<file path="config.mk">
export PLATFORM = sky130hd
export DESIGN_NAME = pipe_elastic_stage
export DESIGN_NICKNAME = d
export VERILOG_FILES = /design/src/rtl/pipe_elastic_stage.sv
export SDC_FILE = /design/constraint.sdc
export NUM_CORES = 1
export LEC_CHECK = 0
export ABC_CLOCK_PERIOD_IN_PS = 2100
export BUFFER_PORTS_ARGS = -buffer_cell sky130_fd_sc_hd__clkbuf_2
export CAP_MARGIN = 25
export CORE_ASPECT_RATIO = 1.25
export CORE_MARGIN = 4
export CORE_UTILIZATION = 35
export DETAILED_ROUTE_END_ITERATION = 8
export PLACE_DENSITY = 0.62
export SYNTH_ARGS = -nofsm -noshare
export SYNTH_HDL_FRONTEND = slang
export SYNTH_SLANG_ARGS = --single-unit
</file>
<file path="constraint.sdc">
create_clock -name clk_i -period 2.1 [get_ports clk_i]
set_input_delay 0.315 -clock clk_i [delete_from_list [all_inputs] [get_ports clk_i]]
set_output_delay 0.315 -clock clk_i [all_outputs]
set_load 0.1 [all_outputs]
</file>
<file path="src/rtl/pipe_elastic_stage.sv">
// Two-entry elastic (skid) pipeline stage carrying a control bundle plus NLANE data lanes.
// Latency: one cycle from acceptance into an empty stage to appearing on the outputs.
// Backpressure: in_ready_o comes from registered state only, so there is no combinational path from out_ready_i.
module pipe_elastic_stage #(
    parameter int DATA_W  = 16,
    parameter int NLANE   = 5,
    parameter int CTRL_W  = 11,
    parameter int STALL_W = 16
) (
    input  logic                     clk_i,
    input  logic                     rst_n,
    input  logic                     flush_i,
    input  logic                     in_valid_i,
    output logic                     in_ready_o,
    input  logic [CTRL_W-1:0]        in_ctrl_i,
    input  logic [DATA_W*NLANE-1:0]  in_data_i,
    output logic                     out_valid_o,
    input  logic                     out_ready_i,
    output logic [CTRL_W-1:0]        out_ctrl_o,
    output logic [DATA_W*NLANE-1:0]  out_data_o,
    output logic [1:0]               occ_o,
    output logic [STALL_W-1:0]       stall_cnt_o
);

    localparam int DW = DATA_W * NLANE;

    // The encoding doubles as the occupancy count.
    typedef enum logic [1:0] {
        ST_EMPTY = 2'd0,
        ST_ONE   = 2'd1,
        ST_TWO   = 2'd2
    } state_t;

    state_t               state_q, state_d;
    logic [CTRL_W-1:0]    main_ctrl_q, main_ctrl_d;
    logic [CTRL_W-1:0]    skid_ctrl_q, skid_ctrl_d;
    logic [DW-1:0]        main_data_q, main_data_d;
    logic [DW-1:0]        skid_data_q, skid_data_d;
    logic [STALL_W-1:0]   stall_q, stall_d;
    logic                 accept;
    logic                 pop;

    assign in_ready_o  = (state_q != ST_TWO);
    assign out_valid_o = (state_q != ST_EMPTY);
    // Bubbles carry zero control, so a downstream stage never sees stale write enables.
    assign out_ctrl_o  = out_valid_o ? main_ctrl_q : '0;
    assign out_data_o  = main_data_q;
    assign occ_o       = state_q;
    assign stall_cnt_o = stall_q;

    assign accept = in_valid_i & in_ready_o;
    assign pop    = out_valid_o & out_ready_i;

    // Next-state and datapath steering; flush overrides both accept and pop.
    always_comb begin
        state_d     = state_q;
        main_ctrl_d = main_ctrl_q;
        main_data_d = main_data_q;
        skid_ctrl_d = skid_ctrl_q;
        skid_data_d = skid_data_q;
        if (flush_i) begin
            state_d     = ST_EMPTY;
            main_ctrl_d = '0;
            skid_ctrl_d = '0;
        end else begin
            unique case (state_q)
                ST_EMPTY: begin
                    if (accept) begin
                        state_d     = ST_ONE;
                        main_ctrl_d = in_ctrl_i;
                        main_data_d = in_data_i;
                    end
                end
                ST_ONE: begin
                    if (accept && !pop) begin
                        state_d     = ST_TWO;
                        skid_ctrl_d = in_ctrl_i;
                        skid_data_d = in_data_i;
                    end else if (!accept && pop) begin
                        state_d     = ST_EMPTY;
                    end else if (accept && pop) begin
                        main_ctrl_d = in_ctrl_i;
                        main_data_d = in_data_i;
                    end
                end
                ST_TWO: begin
                    if (pop) begin
                        state_d     = ST_ONE;
                        main_ctrl_d = skid_ctrl_q;
                        main_data_d = skid_data_q;
                    end
                end
                default: state_d = ST_EMPTY;
            endcase
        end
    end

    // Stall counter saturates instead of wrapping; flush does not affect it.
    always_comb begin
        stall_d = stall_q;
        if (out_valid_o && !out_ready_i && (stall_q != {STALL_W{1'b1}})) begin
            stall_d = stall_q + 1'b1;
        end
    end

    // State registers with asynchronous active-low reset.
    always_ff @(posedge clk_i or negedge rst_n) begin
        if (!rst_n) begin
            state_q     <= ST_EMPTY;
            main_ctrl_q <= '0;
            main_data_q <= '0;
            skid_ctrl_q <= '0;
            skid_data_q <= '0;
            stall_q     <= '0;
        end else begin
            state_q     <= state_d;
            main_ctrl_q <= main_ctrl_d;
            main_data_q <= main_data_d;
            skid_ctrl_q <= skid_ctrl_d;
            skid_data_q <= skid_data_d;
            stall_q     <= stall_d;
        end
    end

endmodule

</file>
==> results of run 1 <==
report_power, final:
part           switching [mW]  internal (mW)
Clock                    1.57           1.82
Sequential              0.453           4.60
Combinational            3.45          0.805
sequential cells by signal, indices dropped and copies added, names as in the netlist:
name,count
skid_ctrl_q,11
skid_data_q,80
stall_cnt_o,16
occ_o,2
out_data_o,80
main_ctrl_q,11
worst max-delay path, cell delays in order, from the launching register on:
cell and delay [ns]:
dfrtp_4 0.53, nor2b_4 0.17, inv_2 0.09, clkbuf_2 0.46
path summary, 6_finish.rpt:
check	from	end	slack [ns]
min in group asynchronous	rst_n	out_data_o[19]	0.44
hold reg to reg	skid_data_q[29]	skid_data_q[29]	0.48
setup reg to reg	occ_o[1]	skid_data_q[77]	0.34
hold / removal	in_data_i[9]	skid_data_q[9]	0.08
setup / recovery	occ_o[1]	in_ready_o	0.11
max in group asynchronous	rst_n	skid_data_q[64]	1.01
routing by layer:
layer / part of all wire, % / GRT usage, % / vias up
met3: 4.4 / 3.31 / 24
met5: 0 / 0 / -
met4: 1.9 / 6.04 / 0
met1: 44 / 21.5 / 3399
li1: - / - / 3330
met2: 50 / 29.0 / 156
kinds of logic (layout without fill, tap and decap cells):
| family | after synthesis | in the layout |
|---|---|---|
| other cells | 0 | 1 |
| compound gates | 187 | 187 |
| buf+inv | 66 | 263 |
| xor+xnor | 15 | 15 |
| mux | 82 | 82 |
| fa+ha+maj | 1 | 1 |
| simple gates | 329 | 329 |
| flops | 200 | 200 |
area by class of cell:
| class | instances | share of cell area [%] |
|---|---|---|
| sequential | 200 | 45.5 |
| inverter | 2 | 0.102 |
| antenna | 1 | 0.0227 |
| clock inverter | 14 | 1.49 |
| multi-input combinational | 614 | 31.5 |
| tap | 330 | 3.74 |
| clock buffer | 18 | 3.98 |
| timing repair buffer | 229 | 13.7 |
cell usage in the layout (no fill, tap or decap), types with 2 or more instances in the layout:
cell | synthesis | final
a22o_1 | 11 | 11
a311oi_1 | 11 | 11
and3_1 | 3 | 3
buf_12 | 0 | 21
buf_4 | 17 | 13
bufinv_16 | 0 | 2
clkbuf_16 | 0 | 17
clkbuf_2 | 0 | 192
clkbuf_8 | 0 | 2
clkinv_4 | 0 | 2
clkinvlp_4 | 0 | 5
dfrtp_1 | 200 | 189
dfrtp_2 | 0 | 10
inv_6 | 0 | 2
inv_8 | 0 | 3
mux2i_1 | 81 | 81
nand2_1 | 268 | 268
nand3_1 | 2 | 2
nand4_1 | 7 | 7
nor2_1 | 18 | 17
nor2b_4 | 0 | 11
nor3_1 | 5 | 5
nor3b_1 | 2 | 2
nor4_1 | 3 | 3
nor4_2 | 2 | 2
o21ai_0 | 80 | 80
o21ai_1 | 80 | 80
xnor2_1 | 4 | 4
xor2_1 | 11 | 11
per-stage QoR:
step / hold slack, ns / total power, mW / util, % / instance area, µm² / worst slack (ns)
global placement: 0.361 / 9.35 / 42.2 / 10400 / 0.400
detailed placement: 0.360 / 9.42 / 42.2 / 10400 / 0.361
global route: 0.0607 / 13.3 / 44.7 / 11000 / 0.0444
CTS: 0.0568 / 12.9 / 44.7 / 11000 / 0.0682
floorplan: 0.0194 / 8.43 / - / 8960 / 0.00212
finish: 0.0843 / 12.7 / 44.7 / 11000 / 0.111
==> flow_summary_export.csv, run 1 <==
group,metric,value,unit
yosys,synth_top_family_by_area,"simple AND/OR/NAND/NOR gates",
min_path,min_delay_path_depth,3,
timing,relSlewSlack,41.7,%
cts,cts_buffers,17,
outcome,status,"finished, final reports clean",
finish,fin_cells,1408,
global_route,grt_start_max_net_pins,81,
finish,multi_input_area,0.00348,mm²
detailed_routing,num_vias,6909,
finish,synthToLayoutAreaGrowth,24.7,%
yosys,synth_common_cells,"nand2_1 (268), dfrtp_1 (200), mux2i_1 (81)",
finish,nFillCells,2445,
cts,path_clk_slew,0.08,ns
place,gp_congestion,0.763,
floorplan,die-area,0.0279,mm²
setup_path,required,1.78,ns
setup_path,startpoint_type,"flop",
yosys,synth.area.top_cells,"dfrtp_1 (57%), nand2_1 (11%), mux2i_1 (9.2%), o21ai_0 (4.5%), o21ai_1 (4.5%)",
yosys,yosys.area_share.simple,15.6,%
yosys,synth_fa_ha_area_share,0.141,%
min_path,min_path_type,"input port to flop",
setup_path,cp_max_fo,9,
yosys,synth_edf_count,0,
place,dp_cells,1374,
cts,hold_buffers,1,
timing,fin_skew,0.0110,ns
yosys,ys_seq_area_share,56.6,%
place,io_buffers,206,
yosys,synth_cells,880,
global_route,grt_pass1_vias,7054,
finish,nNetsFinal,1161,
cts,cts_resized,0,
floorplan,start_util,35.9,%
place,hpwl,14.9,mm
floorplan,core_area,0.0247,mm²
floorplan,ioPinCount,207,
timing,finalSetupViolCount,0,
setup_path,r2r_cells,5,
yosys,synth_compound_area_share,11.7,%
detailed_routing,routed_wl,23.1,mm
yosys,synth_top_area_share,56.6,%
yosys,synth_most_common_cell,"nand2_1",
timing,min_period_over_period,94.7,%
timing,fin_setup_tns,0,ns
timing,layout_min_cycle_time,1.99,ns
timing,worst_pin_slew,0.871,ns
yosys,ys_types,39,
timing,max_freq,503,MHz
floorplan,die_y,186,µm
yosys,synthesis.nets,977,
run,drv_cap,0,
power,p_per_area,1150,mW/mm²
timing,finalHoldViolCount,0,
finish,drive_gt1_share,27.6,%
cts,cts_tree,"built",
global_route,grt_pass1_wl,37.4,mm
global_route,grt_overflow,0,
detailed_routing,drtPass1Iterations,4,
detailed_routing,drt_iter0_drc,275,
detailed_routing,wl_per_cell,16.4,µm
yosys,synthFlopType,"dfrtp_1",
yosys,synthMuxAreaShare,9.29,%
yosys,avgSynthCellArea,10.1,µm²
global_route,antenna_found_initial,1,
floorplan,fp-row-count,64,
cts,postCtsSetupBuffers,0,
yosys,synth_xor_area_share,1.48,%
cts,root_buffer,"clkbuf_16",
cts,worst_skew_pair.late_latency,0.44,ns
setup_path,worstSetupPathType,"flop to primary output",
power,p_leak,5.27,nW
global_route,grt_use_total,17.0,%
cts,cts_buffer_depth,2,
finish,seq_area,0.00502,mm²
power,ir_drop,0.584,mV
yosys,ys_ff_latch,200,
timing,slew_violations,0,
yosys,async_flop_share,100,%
yosys,synthesis.area,0.00885,mm²
setup_path,end_kind,"primary output",
yosys,yosys_warnings,0,
yosys,yosysTopAreaCell,"dfrtp_1",
detailed_routing,viasPerCell,4.91,
cts,clock-sinks,200,
timing,rsz0062_at_grt,"false",
detailed_routing,detail-route-antenna-nets,0,
setup_path,arrival,1.67,ns
floorplan,dieWidth,150,µm
cts,htreeDepth,4,
detailed_routing,drc,0,
(Power assumes the default switching activity.)
==> inputs of run 2 (changes only) <==
--- a/config.mk
+++ b/config.mk
@@ -12,6 +12,7 @@
 export CORE_MARGIN = 4
 export CORE_UTILIZATION = 35
 export DETAILED_ROUTE_END_ITERATION = 8
+export MAX_ROUTING_LAYER = met4
 export PLACE_DENSITY = 0.62
 export SYNTH_ARGS = -nofsm -noshare
 export SYNTH_HDL_FRONTEND = slang
==> run 2 against run 1 <==
Effect of this change:
- global-route usage increased by 0.50 points
- fmax about the same
- design area unchanged
- utilization unchanged
- critical path type unchanged
- worst setup slack about the same
- critical endpoint unchanged
- clock skew about the same
- combinational power about the same
- critical path depth unchanged
- largest power group unchanged
- largest cell class unchanged
- total power about the same
- register-to-register slack about the same
- via count decreased by 0.41%
- cell count unchanged
==> flow_summary_export.csv, run 2 (synthesis gave the netlist of run 1 again) <==
group,metric,value,unit
outcome,status,"finished, final reports clean",
power,p_leak,5.27,nW
detailed_routing,drc,0,
place,io_buffers,206,
cts,worst_skew_pair.late_latency,0.44,ns
cts,cts_buffer_depth,2,
finish,layout_common_cells,"nand2_1 (268), clkbuf_2 (192), dfrtp_1 (189), mux2i_1 (81)",
finish,layout_commonest_cell,"nand2_1",
timing,finalHoldViolCount,0,
power,power,12.7,mW
detailed_routing,wl_per_cell,16.4,µm
finish,drive_gt1_share,27.6,%
global_route,grt_pass1_vias,7050,
place,pre_cts_ws,0.361,ns
floorplan,core_area,0.0247,mm²
power,p_int,7.23,mW
finish,synthToLayoutAreaGrowth,24.7,%
floorplan,fp-row-count,64,
setup_path,r2r_slack,0.34,ns
finish,nNetsFinal,1161,
global_route,grt_start_max_net_pins,81,
floorplan,ioPinCount,207,
global_route,grt_pass1_wl,37.4,mm
power,p_per_area,1150,mW/mm²
floorplan,start_util,35.9,%
finish,nFillCells,2445,
timing,fin_setup_tns,0,ns
floorplan,dieWidth,150,µm
place,placed_area,0.0104,mm²
global_route,grt_overflow,0,
floorplan,die-area,0.0279,mm²
cts,path_clk_slew,0.08,ns
timing,fin_skew,0.0109,ns
timing,layout_min_cycle_time,1.99,ns
detailed_routing,viasPerCell,4.89,
power,ir_drop,0.583,mV
power,p_switching,5.48,mW
power,clkPwrFrac,26.7,%
place,gp_congestion,0.773,
power,pwr-share-comb,33.5,%
detailed_routing,num_vias,6881,
detailed_routing,routed_wl,23.2,mm
finish,multi_input_area,0.00348,mm²
finish,seq_area,0.00502,mm²
floorplan,die_y,186,µm
timing,rsz0062_at_grt,"false",
cts,root_buffer,"clkbuf_16",
global_route,antenna_found_initial,1,
timing,fin_ws,0.111,ns
cts,htreeDepth,4,
place,hpwl,14.9,mm
timing,finalSetupViolCount,0,
cts,cts_buffers,17,
setup_path,end_kind,"primary output",
setup_path,startpoint_type,"flop",
timing,slew_violations,0,
cts,clock-sinks,200,
setup_path,worstSetupPathType,"flop to primary output",
setup_path,required,1.78,ns
power,sw_frac_of_total,43.1,%
timing,min_period_over_period,94.7,%
finish,final_area,0.0110,mm²
detailed_routing,drtPass1Iterations,5,
global_route,grt_use_total,17.5,%
min_path,min_path_type,"input port to flop",
setup_path,cp_max_fo,9,
timing,relSlewSlack,40.5,%
detailed_routing,drt_iter0_drc,320,
run,drv_cap,0,
setup_path,arrival,1.67,ns
power,pwr-share-seq,39.8,%
detailed_routing,detail-route-antenna-nets,0,
cts,cts_tree,"built",
cts,cts_resized,0,
finish,utilization,44.7,%
timing,worst_pin_slew,0.890,ns
timing,max_freq,503,MHz
-- run 2: cell counts in the layout (fill, tap and decap cells not counted) --
Identical to the previous run, type by type.
-- run 2: metrics by stage --
stage               std cells  hold WS (ns)
floorplan                 880        0.0194
global placement         1374         0.361
detailed placement       1374         0.360
CTS                      1407        0.0568
global route             1408        0.0606
finish                   1408        0.0839
-- run 2: worst paths after layout --
path	startpoint	end	depth (start not counted)
max in group asynchronous	rst_n	skid_data_q[64]	3
hold / removal	in_data_i[14]	skid_data_q[14]	3
hold reg to reg	skid_data_q[40]	skid_data_q[40]	2
setup / recovery	occ_o[1]	in_ready_o	3
setup reg to reg	occ_o[1]	skid_data_q[77]	5
min in group asynchronous	rst_n	out_data_o[19]	2
-- run 2: layout make-up --
| cell class | instances | area share, % |
|---|---|---|
| well taps | 330 | 3.74 |
| diodes | 1 | 0.0227 |
| inverters | 2 | 0.102 |
| multi-input cells | 614 | 31.5 |
| clock inverters | 14 | 1.49 |
| clock buffers | 18 | 3.98 |
| flip-flops and latches | 200 | 45.5 |
| repair buffers | 229 | 13.7 |
-- run 2: timing repair --
item                      CTS  global route
setup buffers               0             0
hold buffers                1             0
hold endpoints to repair   56             0
-- run 2: per-layer routing --
metal  vias to the layer above  routed length (µm)  GRT usage, %
met4                         0                 440          5.93
met2                       150               11600          29.1
met5                         -                   0             -
li1                       3329                   -             -
met3                        24                 933          3.24
met1                      3378               10200          21.5
-- run 2: power groups by stage --
stage	registers (mW)	logic [mW]	clock network [mW]
2_1_floorplan	7.41	1.02	0
3_3_place_gp	5.10	4.26	0
5_1_grt	5.14	4.52	3.66
4_1_cts	5.06	4.30	3.51
3_5_place_dp	5.12	4.30	0
6_report	5.05	4.26	3.39
-- run 2: worst max-delay path, stage by stage (launching register included) --
cell	delay, ns
dfrtp_4	0.53
nor2b_4	0.17
inv_2	0.09
clkbuf_2	0.46
==> inputs of run 3 (changes only) <==
--- a/config.mk
+++ b/config.mk
@@ -5,7 +5,7 @@
 export SDC_FILE = /design/constraint.sdc
 export NUM_CORES = 1
 export LEC_CHECK = 0
-export ABC_CLOCK_PERIOD_IN_PS = 2100
+export ABC_CLOCK_PERIOD_IN_PS = 2400
 export BUFFER_PORTS_ARGS = -buffer_cell sky130_fd_sc_hd__clkbuf_2
 export CAP_MARGIN = 25
 export CORE_ASPECT_RATIO = 1.25
==> constraint.sdc (replaced) <==
create_clock -name clk_i -period 2.4 [get_ports clk_i]
set_input_delay 0.36 -clock clk_i [delete_from_list [all_inputs] [get_ports clk_i]]
set_output_delay 0.36 -clock clk_i [all_outputs]
set_load 0.1 [all_outputs]
==> run 3 against run 2 <==
Effect of this change:
- sequential share of layout area grew 0.59 points
- routed wire length grew 2.5%
- worst hold slack gained 0.038 ns
- sequential power shrank 13%
- combinational power shrank 13%
- critical path depth grew 1
- count of clock-buffer cells in the layout is the same
- via count grew 0.84%
- register-to-register slack gained 0.19 ns
- die area is the same
- design area shrank 1.5%
- first-iteration DRC count shrank 0.31%
- critical path type unchanged
- critical endpoint is now out_valid_o
==> flow_summary_export.csv, run 3 (synthesis gave the netlist of run 1 again) <==
group,metric,value,unit
outcome,status,"finished, final reports clean",
setup_path,cp_max_fo,12,
finish,nFillCells,2484,
timing,whs,0.122,ns
global_route,grt_use_total,17.6,%
floorplan,core_area,0.0247,mm²
cts,root_buffer,"clkbuf_16",
cts,clock-sinks,200,
finish,final_area,0.0109,mm²
floorplan,start_util,35.9,%
setup_path,startpoint_type,"flop",
cts,path_clk_slew,0.08,ns
finish,nNetsFinal,1162,
timing,finalHoldViolCount,0,
cts,cts_tree,"built",
detailed_routing,drtPass1Iterations,5,
finish,layout_common_cells,"nand2_1 (268), clkbuf_2 (204), dfrtp_1 (198), mux2i_1 (81)",
setup_path,r2r_cells,5,
timing,layout_min_cycle_time,2.23,ns
power,p_leak,5.26,nW
place,placed_area,0.0102,mm²
finish,diodes,0,
cts,postCtsSetupBuffers,0,
timing,max_freq,449,MHz
timing,relSlewSlack,41.7,%
global_route,grt_pass1_wl,37.5,mm
setup_path,worstSetupPathType,"flop to primary output",
global_route,grt_pass1_vias,6842,
power,ir_drop,0.508,mV
cts,htreeDepth,4,
run,drv_cap,0,
detailed_routing,num_vias,6939,
global_route,grt_start_max_net_pins,92,
detailed_routing,wl_per_cell,16.9,µm
timing,worst_pin_slew,0.872,ns
floorplan,die-area,0.0279,mm²
finish,drive_gt1_share,26.8,%
detailed_routing,drc,0,
timing,min_period_over_period,92.9,%
detailed_routing,routed_wl,23.7,mm
floorplan,fp-row-count,64,
detailed_routing,drt_iter0_drc,319,
place,hpwl,15.1,mm
cts,worst_skew_pair.late_latency,0.44,ns
floorplan,ioPinCount,207,
setup_path,r2r_slack,0.53,ns
detailed_routing,detail-route-antenna-nets,0,
setup_path,arrival,1.87,ns
place,io_buffers,206,
finish,synthToLayoutAreaGrowth,22.8,%
floorplan,dieWidth,150,µm
cts,cts_buffer_depth,2,
min_path,min_path_type,"input port to flop",
timing,fin_skew,0.0199,ns
setup_path,cp-startpoint,"occ_o[0]",
timing,rsz0062_at_grt,"false",
cts,cts_buffers,17,
timing,fin_setup_tns,0,ns
place,gp_congestion,0.790,
global_route,antenna_found_initial,0,
timing,finalSetupViolCount,0,
detailed_routing,viasPerCell,4.93,
setup_path,crit_path_end,"out_valid_o",
timing,slew_violations,0,
floorplan,die_y,186,µm
power,power,11.1,mW
global_route,grt_overflow,0,
setup_path,rr_startpoint,"occ_o[1]",
finish,layout_commonest_cell,"nand2_1",
power,p_per_area,1020,mW/mm²
setup_path,required,2.04,ns
setup_path,end_kind,"primary output",
setup_path,r2r_end,"out_data_o[32]",
-- run 3: routing by layer --
metal,part of all wire [%],GRT usage [%],vias to the layer above
met1,43,22.1,3389
met4,1.9,5.38,0
met3,5.1,3.53,29
met2,50,28.7,190
li1,-,-,3331
met5,0,-,-
-- run 3: how the worst min path moves through the flow --
stage                      endpoint  slack, ns     startpoint  cells past startpoint
floorplan            main_ctrl_q[0]       0.06          rst_n                      0
global placement    skid_data_q[20]       0.40          rst_n                      1
detailed placement   out_data_o[20]       0.40          rst_n                      1
CTS                 skid_data_q[57]       0.10  in_data_i[57]                      3
global route         skid_data_q[3]       0.12   in_data_i[3]                      3
finish              skid_data_q[58]       0.12  in_data_i[58]                      3
-- run 3: stage by stage --
| step | util [%] | instances | worst slack, ns |
|---|---|---|---|
| floorplan | - | 880 | 0.0783 |
| global placement | 41.4 | 1374 | 0.562 |
| detailed placement | 41.4 | 1374 | 0.542 |
| CTS | 43.9 | 1407 | 0.134 |
| global route | 44.0 | 1408 | 0.0740 |
| finish | 44.0 | 1408 | 0.171 |
-- run 3: worst max-delay path: stages (launching register included) --
cell	delay, ns
dfrtp_2	0.50
nor2_2	0.13
buf_4	0.31
clkinvlp_4	0.12
clkbuf_2	0.37
-- run 3: what timing repair did --
action | 4_1_cts | 5_1_grt
gates resized for setup | 0 | 0
hold buffers | 1 | 0
endpoints found under the hold margin | 56 | 0
setup endpoints to repair | 0 | 0
-- run 3: layout make-up --
class	instances	area, µm²	share of cell area (%)
clock inverters	14	176	1.62
multi-input cells	614	3470	32.0
repair buffers	230	1340	12.4
inverters	2	11.3	0.104
clock buffers	18	439	4.04
well taps	330	413	3.80
flip-flops and latches	200	5010	46.1
-- run 3: power by group --
| group | total (mW) | switching [mW] | internal, mW |
|---|---|---|---|
| logic | 3.69 | 3.02 | 0.672 |
| registers | 4.41 | 0.392 | 4.02 |
| clock network | 2.99 | 1.45 | 1.54 |
| total | 11.1 | 4.86 | 6.22 |
